`src/rtl/booth_pkg.sv`:
```
// booth_pkg: shared types and width helpers for the sequential radix-4 Booth
// multiplier.
//   state_t         - controller states (IDLE, RUN, DONE)
//   booth_digit_t   - one recoded Booth digit as sign / x2 / x1 flags
//   booth_ext_width - extended operand width E = 2*ceil((WIDTH+1)/2)
//   booth_digits    - number of radix-4 digits D = E/2
//   booth_decode    - 3-bit recoding window -> digit flags
package booth_pkg;

  typedef enum logic [1:0] {
    IDLE = 2'd0,
    RUN  = 2'd1,
    DONE = 2'd2
  } state_t;

  // Digit value = (sign ? -1 : +1) * (mag2 ? 2 : mag1 ? 1 : 0).
  typedef struct packed {
    logic sign;
    logic mag2;
    logic mag1;
  } booth_digit_t;

  // One extra bit guarantees a sign bit for unsigned operands; rounding up
  // to an even width gives a whole number of radix-4 digits.
  function automatic int booth_ext_width(input int width);
    return 2 * ((width + 2) / 2);
  endfunction

  function automatic int booth_digits(input int width);
    return booth_ext_width(width) / 2;
  endfunction

  // Window {b2,b1,b0} encodes -2*b2 + b1 + b0. 3'b111 is "-0" and is
  // reported as a plain zero so no negation happens for it.
  function automatic booth_digit_t booth_decode(input logic [2:0] win);
    booth_digit_t d;
    d.sign = win[2] & ~(win[1] & win[0]);
    d.mag2 = (win == 3'b011) || (win == 3'b100);
    d.mag1 = win[1] ^ win[0];
    return d;
  endfunction

endpackage

```
`src/rtl/booth_pp_gen.sv`:
```
// booth_pp_gen: forms one unshifted radix-4 Booth partial product.
//   Parameters: E - extended operand width
//   win_i [2:0]   - recoding window {x[2i+1], x[2i], x[2i-1]}
//   ye_i  [E-1:0] - multiplicand, already sign/zero-extended to E bits
//   pp_o  [2E-1:0]- digit * ye_i, sign-extended to 2E bits
module booth_pp_gen
  import booth_pkg::*;
#(
  parameter int E = 26
) (
  input  logic [2:0]     win_i,
  input  logic [E-1:0]   ye_i,
  output logic [2*E-1:0] pp_o
);

  booth_digit_t   dig;
  logic [2*E-1:0] ye_wide;
  logic [2*E-1:0] mag;

  assign dig     = booth_decode(win_i);
  assign ye_wide = {{E{ye_i[E-1]}}, ye_i};

  // NOTE: every output of a combinational block gets a default on entry so
  // no path through the block leaves it unassigned and infers a latch.
  always_comb begin
    mag = '0;
    if (dig.mag2) begin
      mag = ye_wide << 1;
    end else if (dig.mag1) begin
      mag = ye_wide;
    end
    pp_o = dig.sign ? -mag : mag;
  end

endmodule

```
`src/rtl/booth_seq.sv`:
```
// booth_seq: iterative radix-4 Booth multiplier, one digit per clock.
//   Parameters: WIDTH - operand width (>= 2)
//   clk, rst           - clock (rising edge), async active-high reset
//   in_valid/in_ready  - operand handshake (x, y, tc)
//   x [WIDTH-1:0]      - multiplier (Booth-recoded)
//   y [WIDTH-1:0]      - multiplicand
//   tc                 - 1: two's-complement operands, 0: unsigned
//   out_valid/out_ready- product handshake
//   p [2*WIDTH-1:0]    - product, held stable while out_valid is high
// Build option: define BOOTH_SEQ_EARLY_TERM_EN to finish as soon as every
// remaining multiplier digit is zero; products are identical either way.
module booth_seq
  import booth_pkg::*;
#(
  parameter int WIDTH = 24
) (
  input  logic               clk,
  input  logic               rst,
  input  logic               in_valid,
  output logic               in_ready,
  input  logic [WIDTH-1:0]   x,
  input  logic [WIDTH-1:0]   y,
  input  logic               tc,
  output logic               out_valid,
  input  logic               out_ready,
  output logic [2*WIDTH-1:0] p
);

  localparam int E  = booth_ext_width(WIDTH);
  localparam int D  = booth_digits(WIDTH);
  localparam int CW = $clog2(D + 1);

  state_t          state_q, state_d;
  logic [E-1:0]    xe_q, xe_d;
  logic [E-1:0]    ye_q, ye_d;
  logic [2*E-1:0]  acc_q, acc_d;
  logic [CW-1:0]   cnt_q, cnt_d;
  logic            in_ready_q, in_ready_d;
  logic            out_valid_q, out_valid_d;

  logic [E:0]      xw;       // multiplier with the implicit x[-1]=0 below
  logic [2:0]      win;
  logic [2*E-1:0]  pp;
  logic [2*E-1:0]  pp_sh;
  logic            last_digit;
  logic            rest_zero;

  assign xw         = {xe_q, 1'b0};
  assign win        = 3'(xw >> {cnt_q, 1'b0});
  assign pp_sh      = pp << {cnt_q, 1'b0};
  assign last_digit = (cnt_q == CW'(D - 1));

  booth_pp_gen #(.E(E)) u_pp_gen (
    .win_i (win),
    .ye_i  (ye_q),
    .pp_o  (pp)
  );

`ifdef BOOTH_SEQ_EARLY_TERM_EN
  // Digits above the current one are all zero exactly when the multiplier
  // bits from 2i+1 upward are copies of the top bit.
  always_comb begin
    rest_zero = 1'b1;
    for (int j = 0; j < E; j++) begin
      if ((j > 2 * int'(cnt_q)) && (xe_q[j] != xe_q[E-1])) begin
        rest_zero = 1'b0;
      end
    end
  end
`else
  assign rest_zero = 1'b0;
`endif

  always_comb begin
    state_d = state_q;
    xe_d    = xe_q;
    ye_d    = ye_q;
    acc_d   = acc_q;
    cnt_d   = cnt_q;

    unique case (state_q)
      IDLE: begin
        if (in_valid && in_ready_q) begin
          xe_d    = {{(E - WIDTH){tc & x[WIDTH-1]}}, x};
          ye_d    = {{(E - WIDTH){tc & y[WIDTH-1]}}, y};
          acc_d   = '0;
          cnt_d   = '0;
          state_d = RUN;
        end
      end
      RUN: begin
        acc_d = acc_q + pp_sh;
        cnt_d = cnt_q + CW'(1);
        if (last_digit || rest_zero) begin
          state_d = DONE;
        end
      end
      DONE: begin
        if (out_ready) begin
          state_d = IDLE;
        end
      end
      default: state_d = IDLE;
    endcase

    // Handshake flags are registered copies of the next state so no input
    // reaches an output combinationally.
    in_ready_d  = (state_d == IDLE);
    out_valid_d = (state_d == DONE);
  end

  // NOTE: sequential state uses non-blocking assignments so every register
  // samples the pre-edge values regardless of statement order.
  always_ff @(posedge clk or posedge rst) begin
    if (rst) begin
      state_q     <= IDLE;
      xe_q        <= '0;
      ye_q        <= '0;
      acc_q       <= '0;
      cnt_q       <= '0;
      in_ready_q  <= 1'b1;
      out_valid_q <= 1'b0;
    end else begin
      state_q     <= state_d;
      xe_q        <= xe_d;
      ye_q        <= ye_d;
      acc_q       <= acc_d;
      cnt_q       <= cnt_d;
      in_ready_q  <= in_ready_d;
      out_valid_q <= out_valid_d;
    end
  end

  assign in_ready  = in_ready_q;
  assign out_valid = out_valid_q;
  assign p         = acc_q[2*WIDTH-1:0];

endmodule

```
`config.mk`:
```
export PLATFORM = sky130hd
export DESIGN_NAME = booth_seq
export DESIGN_NICKNAME = d
export VERILOG_FILES = /design/src/rtl/booth_pkg.sv /design/src/rtl/booth_pp_gen.sv /design/src/rtl/booth_seq.sv
export SDC_FILE = /design/constraint.sdc
export NUM_CORES = 1
export LEC_CHECK = 0
export ABC_AREA = 1
export BUFFER_PORTS_ARGS = -buffer_cell sky130_fd_sc_hd__buf_4
export CORE_AREA = 3 3 263 136
export DETAILED_ROUTE_END_ITERATION = 7
export DIE_AREA = 0 0 266 139
export GPL_TIMING_DRIVEN = 0
export SYNTH_ARGS = -nofsm -noshare
export SYNTH_HDL_FRONTEND = slang
export SYNTH_SLANG_ARGS = --single-unit
export TNS_END_PERCENT = 1
```
`constraint.sdc`:
```
create_clock -name clk -period 7.2 [get_ports clk]
set_input_delay 1.08 -clock clk [delete_from_list [all_inputs] [get_ports clk]]
set_output_delay 1.08 -clock clk [all_outputs]
set_load 0.02 [all_outputs]
```
==> impl_summary.md <==
STA
The total count of hold-check failures in the final report is 0. Between clock sinks in the finished design, the worst skew comes to 0.0136 ns. The transition time of the tightest slew-check pin is 1.10 ns. Timing would allow up to 145 MHz.

The post-route fraction of the period consumed by the critical path is 95.7%. Setup repair after global routing could not meet its margin everywhere. The number of failing setup endpoints in the final timing report is 0. The final number of max-transition violations was 0. The worst-case hold slack is 0.490 ns. The minimum clock period after layout is 6.89 ns. Measured against its own limit, the worst slew margin works out to 26.4%.

Placement
The weighted congestion at the end of routability-driven global placement is 0.981. Buffers placed on the I/O ports in this run total 102. Once detailed placement completed, the half-perimeter wirelength came to 32.6 mm.

Setup path
The critical path contains buffers and inverters numbering 10 combined. The master of the slowest instance on the critical path is sky130_fd_sc_hd__dfrtp_1. In this design, the largest share of critical-path delay is due to compound AO/OA/AOI/OAI gates.

Along the worst path, the maximum fanout reaches 10. The type of the worst setup path is reg -> reg. The critical path arrival is 7.22 ns. The worst setup path is launched from a flip-flop. STA classifies the critical path endpoint as a flip-flop. The largest stage delay on the critical path is 0.40 ns. Data on the critical path is required at its endpoint by 7.53 ns. The most common cell type on the critical path is sky130_fd_sc_hd__inv_1.

Floorplan
The horizontal die dimension is 266 um. The die span in y is 139 um. The starting utilization of the core area is 29.6%. The row count is 48. The die area is 37,000 um^2. Pin placement for this block handled 103 I/O pins. The floorplan step defined a core boundary enclosing 33,900 um^2.

Drt
After detailed routing, the number of remaining DRC violations is 0. The per-cell via count in the routed design is 5.21. The initial detailed-routing violation count is 1,623. The routed length per instance is 18.0 um. The number of antenna-violating nets in the routed design is 0. The count of TritonRoute iterations in the first routing pass is 8. The total via count in the routed design is 11,400.

The total wirelength of the detailed-routed design is 39.2 mm.

Logic synthesis
The cell area after synthesis is 10,000 um^2. The number of library cell types mapped by synthesis is 52. The synthesized netlist net count is 1,727. Synthesis handed over a netlist of 1,609 instances. The mean area per synthesized cell is 6.23 um^2. The number of warnings printed during yosys synthesis is 0. After synthesis, flip-flops and latches occupy 26.5% of the total area. The synthesized design contains 106 register bits. The most used flip-flop cell after synthesis is sky130_fd_sc_hd__dfrtp_1. Counting flops with a built-in enable in the synthesized netlist gives 0. Counting flops with an async set or reset pin after synthesis yields a share of 100%.

Clock tree
TritonCTS created 9 clock buffers. No sink is reached through more buffers than the 2 on the longest clock path. For the worst-skew pair, the clock arrives at the later sink with an insertion delay of 0.40 ns. The clock transition at the registers of the reported paths is 0.09 ns. The TritonCTS clock tree is yes.

The H-tree depth reported by CTS is 3. The tree built by TritonCTS fans out to 106 sinks. CTS placed an instance of sky130_fd_sc_hd__clkbuf_16 at the clock tree root.

Hold path
The worst min-delay path category is reg -> reg.

Global route
The wire length of the first global-routing pass is 60.1 mm. The global routing usage summed across all routing layers is 21.0%. The largest net degree at the start of global routing is 66. The number of antenna violations at the first check in global routing is 0. The via count of the first global-routing pass is 10,100. The total grt overflow is 0.

Cells and area
The leading cell type in the layout, fill and taps excluded is sky130_fd_sc_hd__nand2_1. In the layout the commonest cells are sky130_fd_sc_hd__nand2_1 (564), sky130_fd_sc_hd__inv_1 (149), sky130_fd_sc_hd__nand3_1 (149). The sequential cell area is 2660 um^2. The number of nets at the end of the flow is 1,843. Relative to the synthesized area, the layout overhead comes to 18.4%. Fill cells in the final layout number 3,791. The share of final-layout standard cells stronger than drive strength 1 is 12.8%. The multi-input combinational cells in the finished layout cover a total of 6640 um^2.

The final antenna diode count is 0.

Flow run
The number of violations of the max-capacitance limit is 0.

Outcome
The run finished with clean final reports.
-- final cells by class --
cell class,instances,share of cell area [%]
Sequential cell,106,22.4
Timing Repair Buffer,106,6.88
Clock buffer,10,2.01
Multi-Input combinational cell,1287,56.0
Inverter,155,4.95
Buffer,60,2.51
Clock inverter,6,0.527
Tap cell,450,4.75
-- cells in the mapped netlist, types with 2 or more instances --
cell	instances	area, um^2
sky130_fd_sc_hd__o31ai_1	3	22.5
sky130_fd_sc_hd__a31oi_1	17	106
sky130_fd_sc_hd__buf_6	6	67.6
sky130_fd_sc_hd__dfrtp_1	105	2630
sky130_fd_sc_hd__a22oi_1	3	22.5
sky130_fd_sc_hd__a21o_1	4	30.0
sky130_fd_sc_hd__nand2_2	14	87.6
sky130_fd_sc_hd__nor2_4	6	67.6
sky130_fd_sc_hd__ha_1	64	801
sky130_fd_sc_hd__buf_1	10	37.5
sky130_fd_sc_hd__xor2_1	18	158
sky130_fd_sc_hd__o221ai_1	4	35.0
sky130_fd_sc_hd__buf_2	10	50.1
sky130_fd_sc_hd__o21ai_0	109	546
sky130_fd_sc_hd__and2_1	6	37.5
sky130_fd_sc_hd__o2111ai_1	3	26.3
sky130_fd_sc_hd__nand3_2	6	60.1
sky130_fd_sc_hd__nor4_1	4	25.0
sky130_fd_sc_hd__xnor2_1	2	17.5
sky130_fd_sc_hd__a21oi_1	82	410
sky130_fd_sc_hd__clkbuf_1	34	128
sky130_fd_sc_hd__nor2_2	7	43.8
sky130_fd_sc_hd__nor2_1	125	469
sky130_fd_sc_hd__nand4_1	14	87.6
sky130_fd_sc_hd__o211ai_1	13	97.6
sky130_fd_sc_hd__nand3_1	151	756
sky130_fd_sc_hd__nand2_1	564	2120
sky130_fd_sc_hd__inv_2	4	15.0
sky130_fd_sc_hd__o21ai_2	3	26.3
sky130_fd_sc_hd__nor3_1	5	25.0
sky130_fd_sc_hd__inv_1	151	567
sky130_fd_sc_hd__o21ai_1	27	135
sky130_fd_sc_hd__o22ai_1	8	50.1
sky130_fd_sc_hd__nand2_4	5	56.3
sky130_fd_sc_hd__nand3b_1	3	22.5
sky130_fd_sc_hd__or2_2	2	12.5
sky130_fd_sc_hd__a221oi_1	2	17.5
-- through the flow --
step           setup TNS, ns  setup slack, ns  area [um^2]  instances  util, %
5_1_grt               -0.208           -0.122        11900       2180     35.0
6_report                   0            0.312        11900       2180     35.0
3_3_place_gp           -5.48           -0.718        11400       2161     33.5
2_1_floorplan              0             1.45        10000       1609        -
4_1_cts                    0           0.0537        11700       2177     34.5
3_5_place_dp           -5.76           -0.718        11400       2162     33.6
-- registers in the layout, indices dropped and copies added (netlist names) --
register	cells
acc_q	48
xe_q	25
ye_q	25
cnt_q	4
state_q	2
in_ready	1
out_valid	1
-- cell families after synthesis --
family | share of synthesized area [%]
AND/OR/NAND/NOR | 39.1
AO/OA/AOI/OAI | 15.8
buffers and inverters | 8.70
flip-flops | 26.5
adder cells (fa/ha/maj) | 8.19
XOR/XNOR | 1.75
-- worst reg2reg max path: cells and delay by family, from the launching register on --
family	cells	cell delay, ns
AOI/OAI and AO/OA	11	2.27
xor gates and xnor gates	1	0.21
adders and majority gates	3	0.73
buffers and inverters	10	1.09
DFF	1	0.40
and+or+nand+nor	19	2.16
-- layer usage --
| layer | GRT usage [%] | part of all wire (%) | vias up |
|---|---|---|---|
| li1 | - | - | 5524 |
| met1 | 36.5 | 56 | 5319 |
| met2 | 24.2 | 33 | 496 |
| met3 | 6.03 | 10 | 21 |
| met4 | 2.42 | 0.52 | 0 |
| met5 | 0 | 0 | - |
-- path summary, 6_finish.rpt --
kind	slack, ns	to	depth (start not counted)	startpoint
worst min register to register	0.49	xe_q[22]	2	xe_q[22]
min in group asynchronous	0.69	acc_q[39]	2	rst
worst max register to register	0.31	acc_q[47]	44	cnt_q[1]
worst max-delay path	0.31	acc_q[47]	44	cnt_q[1]
worst min-delay path	0.49	xe_q[22]	2	xe_q[22]
max in group asynchronous	5.81	ye_q[10]	3	rst
-- what timing repair did --
item	CTS	global route
endpoints found under the hold margin	0	0
gates resized for setup	8	37
pin swaps	0	5
hold buffers	0	0
setup buffers	0	3
setup endpoints to repair	29	22
Power is left out: the tool's default activity adds up to more than one toggle a clock period on the data nets, which glitch-free logic cannot reach.
